$ cat config.mk
export PLATFORM = sky130hd
export DESIGN_NAME = send_cam_flat
export DESIGN_NICKNAME = d
export VERILOG_FILES = /design/src/rtl/cam_pkg.sv /design/src/rtl/send_cam_if.sv /design/src/rtl/dvp_timing_gen.sv /design/src/rtl/send_cam.sv /design/src/flat_wrapper.sv
export SDC_FILE = /design/constraint.sdc
export NUM_CORES = 1
export LEC_CHECK = 0
export CORE_MARGIN = 2
export CORE_UTILIZATION = 55
export CTS_CLUSTER_SIZE = 8
export DETAILED_ROUTE_END_ITERATION = 7
export GPL_TIMING_DRIVEN = 1
export HOLD_SLACK_MARGIN = 0.08
export PLACE_DENSITY = 0.86
export RECOVER_POWER = 25
export SLEW_MARGIN = 25
export SYNTH_ARGS = -nofsm -noshare
export SYNTH_HDL_FRONTEND = slang
export SYNTH_SLANG_ARGS = --single-unit
$ cat constraint.sdc
create_clock -name clk -period 3.2 [get_ports clk]
set_clock_uncertainty 0.1 [all_clocks]
set_input_delay 0.64 -clock clk [delete_from_list [all_inputs] [get_ports clk]]
set_output_delay 0.64 -clock clk [all_outputs]
set_load 0.1 [all_outputs]
$ cat src/rtl/cam_pkg.sv
`default_nettype none
// ---------------------------------------------------------------------------
// cam_pkg : shared DVP camera types, byte-phase constants and default timing
// Rev 1.0
// ---------------------------------------------------------------------------
package cam_pkg;

  typedef enum logic [2:0] {
    ST_IDLE   = 3'd0,
    ST_VSYNC  = 3'd1,
    ST_VBP    = 3'd2,
    ST_ACTIVE = 3'd3,
    ST_HBLANK = 3'd4,
    ST_VFP    = 3'd5
  } cam_state_e;

  localparam logic BYTE_HI = 1'b0;
  localparam logic BYTE_LO = 1'b1;

  localparam int DEF_H_ACTIVE = 640;
  localparam int DEF_V_ACTIVE = 480;
  localparam int DEF_H_BLANK  = 288;
  localparam int DEF_VS_CYC   = 3136;
  localparam int DEF_V_BP     = 2000;
  localparam int DEF_V_FP     = 1000;

  // Counter runs 0..N-1, so clog2 of the longest interval is enough.
  function automatic int timing_cnt_w(input int a, input int b, input int c, input int d);
    int m;
    m = a;
    if (b > m) m = b;
    if (c > m) m = c;
    if (d > m) m = d;
    return (m > 1) ? $clog2(m) : 1;
  endfunction

endpackage
`default_nettype wire

$ cat src/rtl/send_cam_if.sv
`default_nettype none
// ---------------------------------------------------------------------------
// send_cam_if : pixel stream in, DVP camera bus out
// Rev 1.0
// ---------------------------------------------------------------------------
interface send_cam_if;
  logic [15:0] pix_data;
  logic        pix_valid;
  logic        pix_ready;
  logic [7:0]  cmos_data;
  logic        cmos_href;
  logic        cmos_vsyn;

  modport master (
    input  pix_data, pix_valid,
    output pix_ready, cmos_data, cmos_href, cmos_vsyn
  );

  modport slave (
    output pix_data, pix_valid,
    input  pix_ready, cmos_data, cmos_href, cmos_vsyn
  );
endinterface
`default_nettype wire

$ cat src/rtl/dvp_timing_gen.sv
`default_nettype none
// ---------------------------------------------------------------------------
// dvp_timing_gen : frame/line FSM with counters and pixel-request decode
// Rev 1.0
// ---------------------------------------------------------------------------
module dvp_timing_gen
  import cam_pkg::*;
#(
  parameter int H_ACTIVE = DEF_H_ACTIVE,
  parameter int V_ACTIVE = DEF_V_ACTIVE,
  parameter int H_BLANK  = DEF_H_BLANK,
  parameter int VS_CYC   = DEF_VS_CYC,
  parameter int V_BP     = DEF_V_BP,
  parameter int V_FP     = DEF_V_FP
) (
  input  logic       clk,
  input  logic       rst_n,
  input  logic       enable_i,
  output cam_state_e state_o,
  output logic       phase_o,
  output logic       pix_ready_o,
  output logic       frame_end_o
);

  localparam int CNT_W  = timing_cnt_w(VS_CYC, V_BP, H_BLANK, V_FP);
  localparam int PIX_W  = (H_ACTIVE > 1) ? $clog2(H_ACTIVE) : 1;
  localparam int LINE_W = (V_ACTIVE > 1) ? $clog2(V_ACTIVE) : 1;

  localparam logic [CNT_W-1:0]  VS_LAST   = CNT_W'(VS_CYC - 1);
  localparam logic [CNT_W-1:0]  VBP_LAST  = CNT_W'(V_BP - 1);
  localparam logic [CNT_W-1:0]  HB_LAST   = CNT_W'(H_BLANK - 1);
  localparam logic [CNT_W-1:0]  VFP_LAST  = CNT_W'(V_FP - 1);
  localparam logic [PIX_W-1:0]  PIX_LAST  = PIX_W'(H_ACTIVE - 1);
  localparam logic [LINE_W-1:0] LINE_LAST = LINE_W'(V_ACTIVE - 1);

  cam_state_e        state_q;
  logic [CNT_W-1:0]  cnt_q;
  logic              phase_q;
  logic [PIX_W-1:0]  pix_q;
  logic [LINE_W-1:0] line_q;

  logic line_end;
  assign line_end = (phase_q == BYTE_LO) && (pix_q == PIX_LAST);

  always_ff @(posedge clk or negedge rst_n) begin
    if (!rst_n) begin
      state_q <= ST_IDLE;
      cnt_q   <= '0;
      phase_q <= BYTE_HI;
      pix_q   <= '0;
      line_q  <= '0;
    end else begin
      case (state_q)
        ST_IDLE: begin
          cnt_q <= '0;
          if (enable_i) state_q <= ST_VSYNC;
        end
        ST_VSYNC: begin
          if (cnt_q == VS_LAST) begin
            cnt_q   <= '0;
            state_q <= ST_VBP;
          end else begin
            cnt_q <= cnt_q + CNT_W'(1);
          end
        end
        ST_VBP: begin
          if (cnt_q == VBP_LAST) begin
            cnt_q   <= '0;
            phase_q <= BYTE_HI;
            pix_q   <= '0;
            line_q  <= '0;
            state_q <= ST_ACTIVE;
          end else begin
            cnt_q <= cnt_q + CNT_W'(1);
          end
        end
        ST_ACTIVE: begin
          phase_q <= ~phase_q;
          if (line_end) begin
            pix_q   <= '0;
            phase_q <= BYTE_HI;
            if (line_q == LINE_LAST) begin
              state_q <= ST_VFP;
            end else begin
              line_q  <= line_q + LINE_W'(1);
              state_q <= ST_HBLANK;
            end
          end else if (phase_q == BYTE_LO) begin
            pix_q <= pix_q + PIX_W'(1);
          end
        end
        ST_HBLANK: begin
          if (cnt_q == HB_LAST) begin
            cnt_q   <= '0;
            state_q <= ST_ACTIVE;
          end else begin
            cnt_q <= cnt_q + CNT_W'(1);
          end
        end
        ST_VFP: begin
          if (cnt_q == VFP_LAST) begin
            cnt_q   <= '0;
            // enable is only looked at here and in IDLE, so frames never truncate.
            state_q <= enable_i ? ST_VSYNC : ST_IDLE;
          end else begin
            cnt_q <= cnt_q + CNT_W'(1);
          end
        end
        default: state_q <= ST_IDLE;
      endcase
    end
  end

  // Request a pixel in the cycle before every high byte.
  assign pix_ready_o = ((state_q == ST_VBP)    && (cnt_q == VBP_LAST)) ||
                       ((state_q == ST_HBLANK) && (cnt_q == HB_LAST))  ||
                       ((state_q == ST_ACTIVE) && (phase_q == BYTE_LO) && !line_end);

  assign frame_end_o = (state_q == ST_VFP) && (cnt_q == VFP_LAST);
  assign state_o     = state_q;
  assign phase_o     = phase_q;

endmodule
`default_nettype wire

$ cat src/rtl/send_cam.sv
`default_nettype none
// ---------------------------------------------------------------------------
// send_cam : serialises 16-bit pixels MSB-first onto an 8-bit DVP camera bus
// Rev 1.0
// ---------------------------------------------------------------------------
module send_cam
  import cam_pkg::*;
#(
  parameter int H_ACTIVE = DEF_H_ACTIVE,
  parameter int V_ACTIVE = DEF_V_ACTIVE,
  parameter int H_BLANK  = DEF_H_BLANK,
  parameter int VS_CYC   = DEF_VS_CYC,
  parameter int V_BP     = DEF_V_BP,
  parameter int V_FP     = DEF_V_FP
) (
  input  logic              clk,
  input  logic              rst_n,
  input  logic              enable,
  send_cam_if.master        bus,
  output logic              frame_done,
  output logic [15:0]       frame_cnt,
  output logic              underrun,
  output logic              busy
);

  cam_state_e state;
  logic       phase;
  logic       pix_ready;
  logic       frame_end;

  dvp_timing_gen #(
    .H_ACTIVE (H_ACTIVE),
    .V_ACTIVE (V_ACTIVE),
    .H_BLANK  (H_BLANK),
    .VS_CYC   (VS_CYC),
    .V_BP     (V_BP),
    .V_FP     (V_FP)
  ) u_timing (
    .clk         (clk),
    .rst_n       (rst_n),
    .enable_i    (enable),
    .state_o     (state),
    .phase_o     (phase),
    .pix_ready_o (pix_ready),
    .frame_end_o (frame_end)
  );

  logic [15:0] pix_q, pix_d;
  logic        underrun_q, underrun_d;
  logic        frame_done_q;
  logic [15:0] frame_cnt_q;

  // A missing pixel is replaced by black; timing never waits for the source.
  always_comb begin
    pix_d      = pix_q;
    underrun_d = underrun_q;
    if (pix_ready) begin
      pix_d      = bus.pix_valid ? bus.pix_data : 16'h0000;
      underrun_d = underrun_q | ~bus.pix_valid;
    end
  end

  always_ff @(posedge clk or negedge rst_n) begin
    if (!rst_n) begin
      pix_q        <= '0;
      underrun_q   <= 1'b0;
      frame_done_q <= 1'b0;
      frame_cnt_q  <= '0;
    end else begin
      pix_q        <= pix_d;
      underrun_q   <= underrun_d;
      frame_done_q <= frame_end;
      if (frame_end) frame_cnt_q <= frame_cnt_q + 16'd1;
    end
  end

  logic href;
  assign href = (state == ST_ACTIVE);

  assign bus.pix_ready = pix_ready;
  assign bus.cmos_href = href;
  assign bus.cmos_vsyn = (state == ST_VSYNC);
  assign bus.cmos_data = !href             ? 8'h00 :
                         (phase == BYTE_HI) ? pix_q[15:8] : pix_q[7:0];

  assign frame_done = frame_done_q;
  assign frame_cnt  = frame_cnt_q;
  assign underrun   = underrun_q;
  assign busy       = (state != ST_IDLE);

endmodule
`default_nettype wire

$ cat src/flat_wrapper.sv
// flat-port wrapper written by rule: the top's interface ports become plain ports
module send_cam_flat import cam_pkg::*;
#(
  parameter int H_ACTIVE = DEF_H_ACTIVE,
  parameter int V_ACTIVE = DEF_V_ACTIVE,
  parameter int H_BLANK  = DEF_H_BLANK,
  parameter int VS_CYC   = DEF_VS_CYC,
  parameter int V_BP     = DEF_V_BP,
  parameter int V_FP     = DEF_V_FP
)
  (clk, rst_n, enable, frame_done, frame_cnt, underrun, busy, bus_pix_data, bus_pix_valid, bus_pix_ready, bus_cmos_data, bus_cmos_href, bus_cmos_vsyn);
  send_cam_if bus_i ();
  input  logic clk;
  input  logic rst_n;
  input  logic enable;
  output logic frame_done;
  output logic [15:0] frame_cnt;
  output logic underrun;
  output logic busy;
  input wire logic [$bits(bus_i.pix_data)-1:0] bus_pix_data;
  input wire logic [$bits(bus_i.pix_valid)-1:0] bus_pix_valid;
  output wire logic [$bits(bus_i.pix_ready)-1:0] bus_pix_ready;
  output wire logic [$bits(bus_i.cmos_data)-1:0] bus_cmos_data;
  output wire logic [$bits(bus_i.cmos_href)-1:0] bus_cmos_href;
  output wire logic [$bits(bus_i.cmos_vsyn)-1:0] bus_cmos_vsyn;
  assign bus_i.pix_data = bus_pix_data;
  assign bus_i.pix_valid = bus_pix_valid;
  assign bus_pix_ready = bus_i.pix_ready;
  assign bus_cmos_data = bus_i.cmos_data;
  assign bus_cmos_href = bus_i.cmos_href;
  assign bus_cmos_vsyn = bus_i.cmos_vsyn;
  send_cam #(.H_ACTIVE(H_ACTIVE), .V_ACTIVE(V_ACTIVE), .H_BLANK(H_BLANK), .VS_CYC(VS_CYC), .V_BP(V_BP), .V_FP(V_FP)) u_core (.clk(clk), .rst_n(rst_n), .enable(enable), .bus(bus_i), .frame_done(frame_done), .frame_cnt(frame_cnt), .underrun(underrun), .busy(busy));
endmodule
# Word-level counts from Yosys, hierarchy flattened
# Index checks and enable logic that the tools add are counted.
# totals
reg_bits,69
inputBits,20
out_inout_bits,30
wordCells,80
# classes
addsub,4
eq_ne,19
mux,28
bitwise_logic,3
n_reduce_logical,17
# ops
op,n
$pmux 12 s5,1
$mux 12,4
$mux 10,3
$mux 9,3
$pmux 10 s2,1
$mux 3,6
$pmux 3 s6,1
$pmux 9 s2,1
$add 16x1->16 const B,1
$mux 16,1
$mux 8,2
$add 12x1->12 const B,1
$eq 12x10->1 const B,1
$eq 12x11->1 const B,1
$eq 12x12->1 const B,1
$eq 12x9->1 const B,1
$add 10x1->10 const B,1
$eq 10x10->1 const B,1
$ne 2x2->1 const B,5
$add 9x1->9 const B,1
$eq 9x9->1 const B,1
$eq 3x2->1 const B,2
$eq 3x3->1 const B,2
$logic_and 1x1->1,6
17 further kinds,23

# Depth between registers and ports, before layout
# Gate-level depths: netlist (run 1).
# logic_depth
word_depth,5
depth_mapped,9
depth_no_buf,7

# Modules after synthesis
# Synthesis (run 1) repeated with hierarchy kept, for this count alone.
# hier_totals
cells_unflattened,402
area_unflattened_um2,3704.8
# modules_own_cells
mod,n_inst,cells_each,area_each_um2
dvp_timing_gen,1,253,2162.1
send_cam,1,149,1542.7

# Least setup slack after synthesis (run 1)
# OpenSTA, ideal clock, no wires.
# synth_path
path_type,register to output
startpoint,register u_core.u_timing.state_q[1] (netlist: u_core.u_timing.state_o[1])
endpoint,output bus_pix_ready
arrival_time_ns,3.175
t_required_ns,2.460
setup_slack_ns,-0.715
stages_incl_launch_ff,8
path_cell_list,dfrtp_1 -> clkbuf_1 -> nor2b_1 -> nand2_1 -> inv_1 -> nand3_1 -> o21ai_1 -> clkbuf_1
# synth_between
elab_chain_cells,4
# synth_rtl
item,line,source
"start, declared",dvp_timing_gen.sv:36,cam_state_e state_q;
"start signal, assigned",dvp_timing_gen.sv:104,state_q <= enable_i ? ST_VSYNC : ST_IDLE;
$eq 3x2->1,--,
via bus_cmos_href,flat_wrapper.sv:24,output wire logic [$bits(bus_i.cmos_href)-1:0] bus_cmos_href;
$logic_and 1x1->1 (2 in series),dvp_timing_gen.sv:117,((state_q == ST_ACTIVE) && (phase_q == BYTE_LO) && !line_end);
$logic_or 1x1->1,dvp_timing_gen.sv:116,((state_q == ST_HBLANK) && (cnt_q == HB_LAST)) ||
"end, declared",flat_wrapper.sv:22,output wire logic [$bits(bus_i.pix_ready)-1:0] bus_pix_ready;
# The timed path passes the listed nets, and every way through them passes these cells.

# Worst setup path in the final report (run 1)
# layout_path
startpoint,register u_core.u_timing.pix_q[0]
endpoint,output bus_pix_ready
# layout_between
elab_chain_cells,5
# layout_rtl
item,line,source
"start, declared",dvp_timing_gen.sv:39,logic [PIX_W-1:0] pix_q;
"start signal, assigned",dvp_timing_gen.sv:89,pix_q <= pix_q + PIX_W'(1);
$eq 10x10->1,dvp_timing_gen.sv:43,assign line_end = (phase_q == BYTE_LO) && (pix_q == PIX_LAST);
$logic_and 1x1->1,dvp_timing_gen.sv:43,
$logic_not 1->1,dvp_timing_gen.sv:117,
$logic_and 1x1->1,dvp_timing_gen.sv:117,
$logic_or 1x1->1,dvp_timing_gen.sv:116,
# Every way passes these cells.

==> results of run 1 <==
==> area by class of cell <==
cell class	count	area share, %
Multi-Input combinational cell	274	38.27
Tap cell	77	2.199
Inverter	25	2.228
Timing Repair Buffer	56	13.34
Clock inverter	7	1.714
Clock buffer	9	2.828
Sequential cell	69	39.42
==> metrics by stage <==
stage	area, um2	power (W)	cells	utilization [%]
after detailed placement	4192	0.002680	501	66.77
after global routing	4380	0.003580	517	69.78
final	4380	0.003387	517	69.78
after CTS	4390	0.003398	517	69.94
after floorplan	3546	0.002188	382	-
after global placement	4192	0.002643	501	66.77
==> cell families after synthesis <==
kind of cell | count (synthesis) | synth area share [%]
and+or+nand+nor | 161 | 24.56
buffers and inverters | 39 | 4.170
AOI/OAI and AO/OA | 76 | 12.47
DFF | 69 | 48.76
adders and majority gates | 5 | 1.767
muxes | 9 | 2.580
xor gates and xnor gates | 23 | 5.689
==> worst max-delay path, stage by stage (launching register included) <==
cell and delay (ns):
dfrtp_1 0.39, ha_1 0.21, nand3_1 0.19, or4_1 0.57
nand3_1 0.22, o21ai_2 0.12, buf_12 0.19
==> synthesized netlist by cell type, types with 3 or more instances <==
| library cell | number | area [um2] |
|---|---|---|
| nand2_1 | 30 | 112.6 |
| nor2b_1 | 5 | 31.28 |
| a22o_1 | 5 | 43.79 |
| nand4_1 | 7 | 43.79 |
| clkbuf_1 | 11 | 41.29 |
| xor2_1 | 17 | 148.9 |
| and3_1 | 11 | 68.82 |
| nand3_1 | 33 | 165.2 |
| mux2i_1 | 8 | 80.08 |
| a21o_1 | 6 | 45.04 |
| inv_1 | 25 | 93.84 |
| a21oi_1 | 13 | 65.06 |
| nor2_1 | 32 | 120.1 |
| nor3_1 | 4 | 20.02 |
| or3_1 | 5 | 31.28 |
| xnor2_1 | 6 | 52.55 |
| or4_1 | 3 | 22.52 |
| and2_1 | 5 | 31.28 |
| dfrtp_1 | 69 | 1727 |
| ha_1 | 5 | 62.56 |
| o21ai_0 | 39 | 195.2 |
| nand2b_1 | 4 | 25.02 |
| and4_1 | 3 | 26.28 |
| nor4_1 | 4 | 25.02 |
| o21ai_1 | 3 | 15.01 |
==> power by group through the flow <==
stage	Sequential (W)	Combinational [W]	Clock (W)
after detailed placement	0.00117	0.00151	0
final	0.00116	0.00151	0.000716
after CTS	0.00116	0.00152	0.000723
after global placement	0.00116	0.00148	0
after global routing	0.00118	0.00163	0.000768
after floorplan	0.00111	0.00108	0
==> per-layer routing <==
| layer | vias to the layer above | part of all wire, % | track usage, % |
|---|---|---|---|
| met5 | - | 0 | 0 |
| met4 | 0 | 1.7 | 9.824 |
| met1 | 1403 | 46 | 30.49 |
| met2 | 75 | 47 | 36.44 |
| li1 | 1450 | - | - |
| met3 | 13 | 5.5 | 7.375 |
==> registers in the layout, summed over array words and instances, names as in the netlist <==
| register | cells |
|---|---|
| u_core.u_timing.pix_q | 10 |
| u_core.u_timing.state_o | 3 |
| u_core.underrun | 1 |
| u_core.u_timing.phase_o | 1 |
| u_core.frame_cnt | 16 |
| u_core.frame_done | 1 |
| u_core.u_timing.cnt_q | 12 |
| u_core.u_timing.line_q | 9 |
| u_core.pix_q | 16 |
==> path summary, 6_finish.rpt <==
path	cells after the start	end
worst max-delay path	6	bus_pix_ready
worst min-delay path	1	u_core.underrun
worst max register to register	6	u_core.frame_cnt[9]
worst min register to register	1	u_core.underrun
max in group asynchronous	2	u_core.u_timing.pix_q[9]
min in group asynchronous	1	u_core.frame_done
==> what timing repair did <==
item                                    4_1_cts  5_1_grt
setup buffers                                 0        0
endpoints found under the setup margin        0        1
gates resized for setup                       0        1
==> qor.csv, run 1 <==
metric,value,unit
rsz0062_at_grt,no,
fin_crit_sh,93.57,%
grt_pass1_vias,3010,
synth-edff-count,0,
grt_pass1_wl,13420,um
synthCells,382,
grt_start_max_net_pins,37,
endpoint_kind,output pin,
startpoint,u_core.u_timing.pix_q[0],
cp.required,2.46,ns
rrSetupSlack,0.50,ns
syn_avg_cell_area,9.269,um2
pre_cts_ws,0.5254,ns
dpl.hpwl,5453,um
clk_latency,0.36,ns
period_minus_slack,2.994,ns
leakagePower,2.039,nW
globalplace.congestion,0.9439,
hold_viol,0,
fill_cells,469,
synth_warnings,0,
grt-ovfl-total,0,
multi_input_area,1677,um2
cts_max_path_buffers,2,
holdWs,0.3712,ns
hold_class,reg2reg,
holdCritStartpoint,u_core.underrun,
seq_area_frac_synth,48.76,%
cts_root_buf,clkbuf_8,
via_per_inst,5.689,
drv_cap,1,
path_class,reg2out,
cts_num_sinks,69,
die_height,84.24,um
status,"finished, violations left",
crit_fanout,6,
start_util,56.41,%
p_sw_share,44.52,%
drc,0,
drt-total-wl,7630,um
slew_headroom,-16.68,%
sequentialPowerShare,34.2,%
synth_flop_cell,dfrtp_1,
cts_tree,yes,
antenna_found_initial,0,
seq_area,1727,um2
antenna_left,0,
cts_hold_buf,0,
ctsHtreeMaxLevel,3,
setup_viol_count_final,0,
vias,2941,
ir_worst_vdd,727.9,uV
synth.distinct_cells,45,
layout-drive-gt1-share,13.86,%
violations,"max-capacitance violations, max-slew violations",
clkPwrFrac,21.1,%
drt_iter0_markers,215,
p_per_area,773.2,nW/um2
core_area,6277,um2
max_freq,0.3340,GHz
maxSlewViolCount,35,
fin_ws,0.2057,ns
track_usage,23.43,%
p_int,0.001879,W
fp.dieW,84.24,um
arrival,2.25,ns
dr.pass1.iters,5,
start_kind,flop,
post_drt_wl_per_cell,14.76,um
dieArea,7096,um2
comb_power_share,44.7,%
rr_startpoint,u_core.u_timing.cnt_q[4],
synthArstFlopShare,100.0,%
final_nets,460,
boundaryPins,50,
synth_fp_nets,407,
syn-cell-area,3541,um2
synth-seq-cells,69,
numCtsBuffers,9,
layout_commonest_cell,dfrtp_1,
path_clk_slew,0.08,ns
diodes,0,
syn2layout_area_growth,23.71,%
num_rows,29,
mostFrequentLayoutCells,"dfrtp_1 (69), o21ai_0 (39), nand3_1 (33)",
netSwitchingPower,0.001508,W
port_buffers,49,
finalSetupTns,0,ns
worst_pin_slew,1.750,ns
Power figures use the tool's default switching activity.
==> run 2, diff against run 1 <==
--- a/config.mk
+++ b/config.mk
@@ -6,12 +6,12 @@
 export NUM_CORES = 1
 export LEC_CHECK = 0
 export CORE_MARGIN = 2
-export CORE_UTILIZATION = 55
-export CTS_CLUSTER_SIZE = 8
+export CORE_UTILIZATION = 45
+export CTS_CLUSTER_SIZE = 25
 export DETAILED_ROUTE_END_ITERATION = 7
 export GPL_TIMING_DRIVEN = 1
 export HOLD_SLACK_MARGIN = 0.08
-export PLACE_DENSITY = 0.86
+export PLACE_DENSITY = 0.79
 export RECOVER_POWER = 25
 export SLEW_MARGIN = 25
 export SYNTH_ARGS = -nofsm -noshare
==> qor.csv, run 2 (same netlist as run 1, synthesis figures left out) <==
metric,value,unit,change
drt_iter0_markers,197,,-8.4%
start_util,46.06,%,-10 points
fin_ws,0.2222,ns,+0.01647 ns
syn2layout_area_growth,25.83,%,
vias,2978,,+1.3%
finalSetupTns,0,ns,unchanged
ir_worst_vdd,554.9,uV,-24%
grt-ovfl-total,0,,unchanged
drt-total-wl,7677,um,+0.62%
pre_cts_ws,0.5172,ns,-0.008190 ns
grt_start_max_net_pins,39,,+5.4%
cts_num_sinks,69,,unchanged
cts_hold_buf,0,,unchanged
period_minus_slack,2.978,ns,-0.01647 ns
dpl_cell_area,4238,um2,+1.1%
port_buffers,49,,unchanged
final_nets,462,,+0.43%
antenna_left,0,,unchanged
grt_pass1_wl,13580,um,+1.2%
crit_fanout,6,,unchanged
seq_area,1727,um2,unchanged
multi_input_area,1683,um2,+0.37%
rsz0062_at_grt,no,,
layout_commonest_cell,dfrtp_1,,
dr.pass1.iters,4,,-1
path_clk_slew,0.08,ns,about the same
reg2reg_to,u_core.frame_cnt[14],,
startpoint,u_core.u_timing.pix_q[0],,
diodes,0,,unchanged
cts_max_path_buffers,2,,unchanged
grt_pass1_vias,2969,,-1.4%
violations,"max-capacitance violations, max-slew violations",,
fill_cells,678,,+45%
dpl.hpwl,5573,um,+2.2%
num_rows,32,,+10%
fp.dieW,92.71,um,+10%
ctsHtreeMaxLevel,3,,unchanged
globalplace.congestion,0.8668,,-8.2%
clkPwrFrac,22.7,%,+1.6 points
cts-resized-gates,0,,unchanged
p_sw_share,43.37,%,-1.1 points
die_height,92.71,um,+10%
via_per_inst,5.474,,-3.8%
maxSlewViolCount,33,,-5.7%
cts_root_buf,clkbuf_8,,
fin_crit_sh,93.06,%,-0.51 points
start_kind,flop,,
arrival,2.24,ns,about the same
p_per_area,779.1,nW/um2,+0.76%
drc,0,,unchanged
setup_viol_count_final,0,,unchanged
path_class,reg2out,,
rr_startpoint,u_core.u_timing.cnt_q[4],,
reg2regPathDepth,6,,unchanged
post-cts-setup-buffer-count,0,,unchanged
antenna_found_initial,0,,unchanged
cp.required,2.46,ns,about the same
drv_cap,1,,unchanged
post_drt_wl_per_cell,14.11,um,-4.4%
leakagePower,2.054,nW,+0.72%
max_freq,0.3358,GHz,+0.55%
endpoint_kind,output pin,,
numCtsBuffers,9,,unchanged
mostFrequentLayoutCells,"dfrtp_1 (69), o21ai_0 (39), nand3_1 (33)",,
layout-drive-gt1-share,14.48,%,+0.62 points
slew_headroom,-8.989,%,+7.7 points
rrSetupSlack,0.46,ns,-0.04 ns
boundaryPins,50,,unchanged
clk_latency,0.34,ns,-0.02 ns
sequentialPowerShare,33.4,%,-0.8 points
dieArea,8594,um2,+21%
core_area,7687,um2,+22%
track_usage,19.69,%,-3.7 points
comb_power_share,43.9,%,-0.8 points
hold_class,reg2reg,,
cts_tree,yes,,
crit_end,bus_pix_ready,,
worst_pin_slew,1.635,ns,-0.1154 ns
status,"finished, violations left",,
hold_viol,0,,unchanged
holdWs,0.3775,ns,+0.006280 ns
netSwitchingPower,0.001505,W,-0.15%
p_int,0.001966,W,+4.6%
fin_area,4456,um2,+1.7%
run 2: cell types whose count changed in the layout (fill, tap and decap cells not counted), sizes merged:
cell	change
buf	+2
bufinv	+1
clkinv	-3
clkinvlp	+2
run 2: how the worst min path moves through the flow:
stage                                     to  slack [ns]  cells after the start       startpoint
floorplan                u_core.frame_cnt[0]        0.24                      0            rst_n
global placement             u_core.underrun        0.35                      1  u_core.underrun
finish                       u_core.underrun        0.38                      1  u_core.underrun
CTS                 u_core.u_timing.cnt_q[0]        0.26                      1            rst_n
global route                 u_core.underrun        0.40                      1  u_core.underrun
detailed placement           u_core.underrun        0.37                      1  u_core.underrun
run 2: area by class of cell:
cell class / instances / share of cell area [%]
flip-flops and latches: 69 / 38.75
multi-input cells: 274 / 37.77
repair buffers: 58 / 13.45
well taps: 102 / 2.864
clock buffers: 9 / 2.780
clock inverters: 7 / 2.190
inverters: 25 / 2.190
run 2: power by group through the flow:
stage / Clock [W] / Sequential [W] / Combinational, W
floorplan: 0 / 0.00111 / 0.00108
global placement: 0 / 0.00116 / 0.00150
detailed placement: 0 / 0.00117 / 0.00153
CTS: 0.000807 / 0.00116 / 0.00153
global route: 0.000856 / 0.00118 / 0.00165
finish: 0.000788 / 0.00116 / 0.00153
run 2: worst max-delay path, cell delays in order, from the launching register on:
cell,delay [ns]
dfrtp_1,0.39
ha_1,0.20
nand3_1,0.18
or4_1,0.56
nand3_1,0.23
o21ai_2,0.14
buf_12,0.20
run 2: through the flow:
stage	std cells	utilization, %	power (W)
2_1_floorplan	382	-	0.002188
3_3_place_gp	528	55.13	0.002663
3_5_place_dp	528	55.13	0.002700
4_1_cts	544	58.01	0.003498
5_1_grt	544	57.96	0.003690
6_report	544	57.96	0.003471
run 2: routing by layer:
layer / track usage, % / up-vias / share of wire (%)
li1: - / 1455 / -
met1: 26.63 / 1449 / 46
met2: 32.18 / 66 / 49
met3: 4.231 / 8 / 4.1
met4: 5.515 / 0 / 0.89
met5: 0 / - / 0
==> run 3, diff against run 2 <==
--- a/config.mk
+++ b/config.mk
@@ -12,7 +12,6 @@
 export GPL_TIMING_DRIVEN = 1
 export HOLD_SLACK_MARGIN = 0.08
 export PLACE_DENSITY = 0.79
-export RECOVER_POWER = 25
 export SLEW_MARGIN = 25
 export SYNTH_ARGS = -nofsm -noshare
 export SYNTH_HDL_FRONTEND = slang
==> qor.csv, run 3 (same netlist as run 1, synthesis figures left out) <==
metric,value,unit,change
track_usage,19.69,%,unchanged
antenna_left,0,,unchanged
boundaryPins,50,,unchanged
reg2regPathDepth,6,,unchanged
stdcell_count,544,,unchanged
post_drt_wl_per_cell,14.11,um,unchanged
crit_fanout,6,,unchanged
rr_startpoint,u_core.u_timing.cnt_q[4],,
drt-total-wl,7677,um,unchanged
max_freq,0.3359,GHz,about the same
syn2layout_area_growth,26.29,%,
grt-ovfl-total,0,,unchanged
finalSetupTns,0,ns,unchanged
period_minus_slack,2.977,ns,-0.0007110 ns
mostFrequentLayoutCells,"dfrtp_1 (69), o21ai_0 (39), nand3_1 (33)",,
ctsHtreeMaxLevel,3,,unchanged
core_area,7687,um2,unchanged
cts_num_sinks,69,,unchanged
globalplace.congestion,0.8668,,unchanged
fin_area,4472,um2,+0.37%
port_buffers,49,,unchanged
diodes,0,,unchanged
grt_start_max_net_pins,39,,unchanged
p_per_area,776.8,nW/um2,-0.29%
dieArea,8594,um2,unchanged
dpl.hpwl,5573,um,unchanged
arrival,2.24,ns,about the same
path_class,reg2out,,
cp.required,2.46,ns,about the same
path_clk_slew,0.08,ns,about the same
layout_commonest_cell,dfrtp_1,,
antenna_found_initial,0,,unchanged
drv_cap,0,,-1
vias,2978,,unchanged
grt_pass1_vias,2969,,unchanged
rrSetupSlack,0.46,ns,about the same
clk_latency,0.34,ns,about the same
start_kind,flop,,
drt_iter0_markers,200,,+1.5%
start_util,46.06,%,unchanged
holdWs,0.2440,ns,-0.1335 ns
cts_tree,yes,,
hold_viol,0,,unchanged
setup_viol_count_final,0,,unchanged
grt_pass1_wl,13580,um,unchanged
maxSlewViolCount,0,,-100%
ir_worst_vdd,554.9,uV,about the same
dp_cells,528,,unchanged
slew_headroom,52.34,%,+61 points
final_nets,462,,unchanged
fin_crit_sh,93.04,%,about the same
fp.dieW,92.71,um,unchanged
die_height,92.71,um,unchanged
cts_root_buf,clkbuf_8,,
cts_max_path_buffers,2,,unchanged
reg2reg_to,u_core.frame_cnt[14],,
leakagePower,2.062,nW,+0.39%
numCtsBuffers,9,,unchanged
status,"finished, final reports clean",,
layout-drive-gt1-share,14.71,%,+0.23 points
dpl_cell_area,4238,um2,unchanged
fill_cells,677,,-0.15%
hold_class,in2async,,
multi_input_area,1683,um2,unchanged
num_rows,32,,unchanged
via_per_inst,5.474,,unchanged
seq_area,1727,um2,unchanged
drc,0,,unchanged
endpoint_kind,output pin,,
rsz0062_at_grt,no,,
worst_pin_slew,0.7149,ns,-0.9200 ns
dr.pass1.iters,4,,unchanged
-- run 3: cell count changes in the layout (fill, tap and decap cells not counted) --
| cell | before | now |
|---|---|---|
| buf_12 | 10 | 11 |
| buf_2 | 0 | 1 |
| clkbuf_1 | 1 | 0 |
| clkbuf_2 | 1 | 0 |
-- run 3: metal layers --
metal | wire, um | part of all wire, % | up-vias | global-route usage [%]
met4 | 68 | 0.89 | 0 | 5.515
met2 | 3774 | 49 | 59 | 32.18
met1 | 3527 | 46 | 1452 | 26.63
met5 | 0 | 0 | - | 0
li1 | - | - | 1459 | -
met3 | 306 | 4.0 | 8 | 4.231
-- run 3: critical path, stage by stage, from the launching register on --
cell	delay [ns]
dfrtp_1	0.39
ha_1	0.20
nand3_1	0.18
or4_1	0.56
nand3_1	0.23
o21ai_2	0.14
buf_12	0.20
-- run 3: timing repair --
action | in CTS | in global routing
setup buffers | 0 | 0
setup endpoints to repair | 0 | 1
hold buffers | 0 | 0
resized for setup | 0 | 2
-- run 3: final cells by class --
cell class / count / area share (%)
well taps: 102 / 2.854
repair buffers: 58 / 13.77
multi-input cells: 274 / 37.63
clock buffers: 9 / 2.770
inverters: 25 / 2.182
flip-flops and latches: 69 / 38.61
clock inverters: 7 / 2.182
-- run 3: how the worst max path moves through the flow --
stage	from	end	slack (ns)	cells after the start
after floorplan	u_core.u_timing.state_o[1]	bus_cmos_data[0]	-0.04	5
after global placement	u_core.u_timing.cnt_q[0]	bus_pix_ready	0.58	6
after detailed placement	u_core.u_timing.cnt_q[4]	u_core.frame_cnt[14]	0.52	6
after CTS	u_core.u_timing.cnt_q[0]	bus_pix_ready	0.15	6
after global routing	u_core.u_timing.pix_q[0]	bus_pix_ready	0.11	6
final	u_core.u_timing.pix_q[0]	bus_pix_ready	0.22	6
-- run 3: through the flow --
stage               total power [W]  setup WS (ns)  utilization (%)
finish                     0.003474         0.2229            58.17
floorplan                  0.002188       -0.04228                -
detailed placement         0.002700         0.5172            55.13
global route               0.003693         0.1053            58.17
CTS                        0.003498         0.1515            58.01
global placement           0.002663         0.5752            55.13
-- run 3: power breakdown --
part,switching (W),total (W),internal [W]
logic,0.00101,0.00153,0.000522
clock network,0.000346,0.000787,0.000441
registers,0.000153,0.00116,0.00101
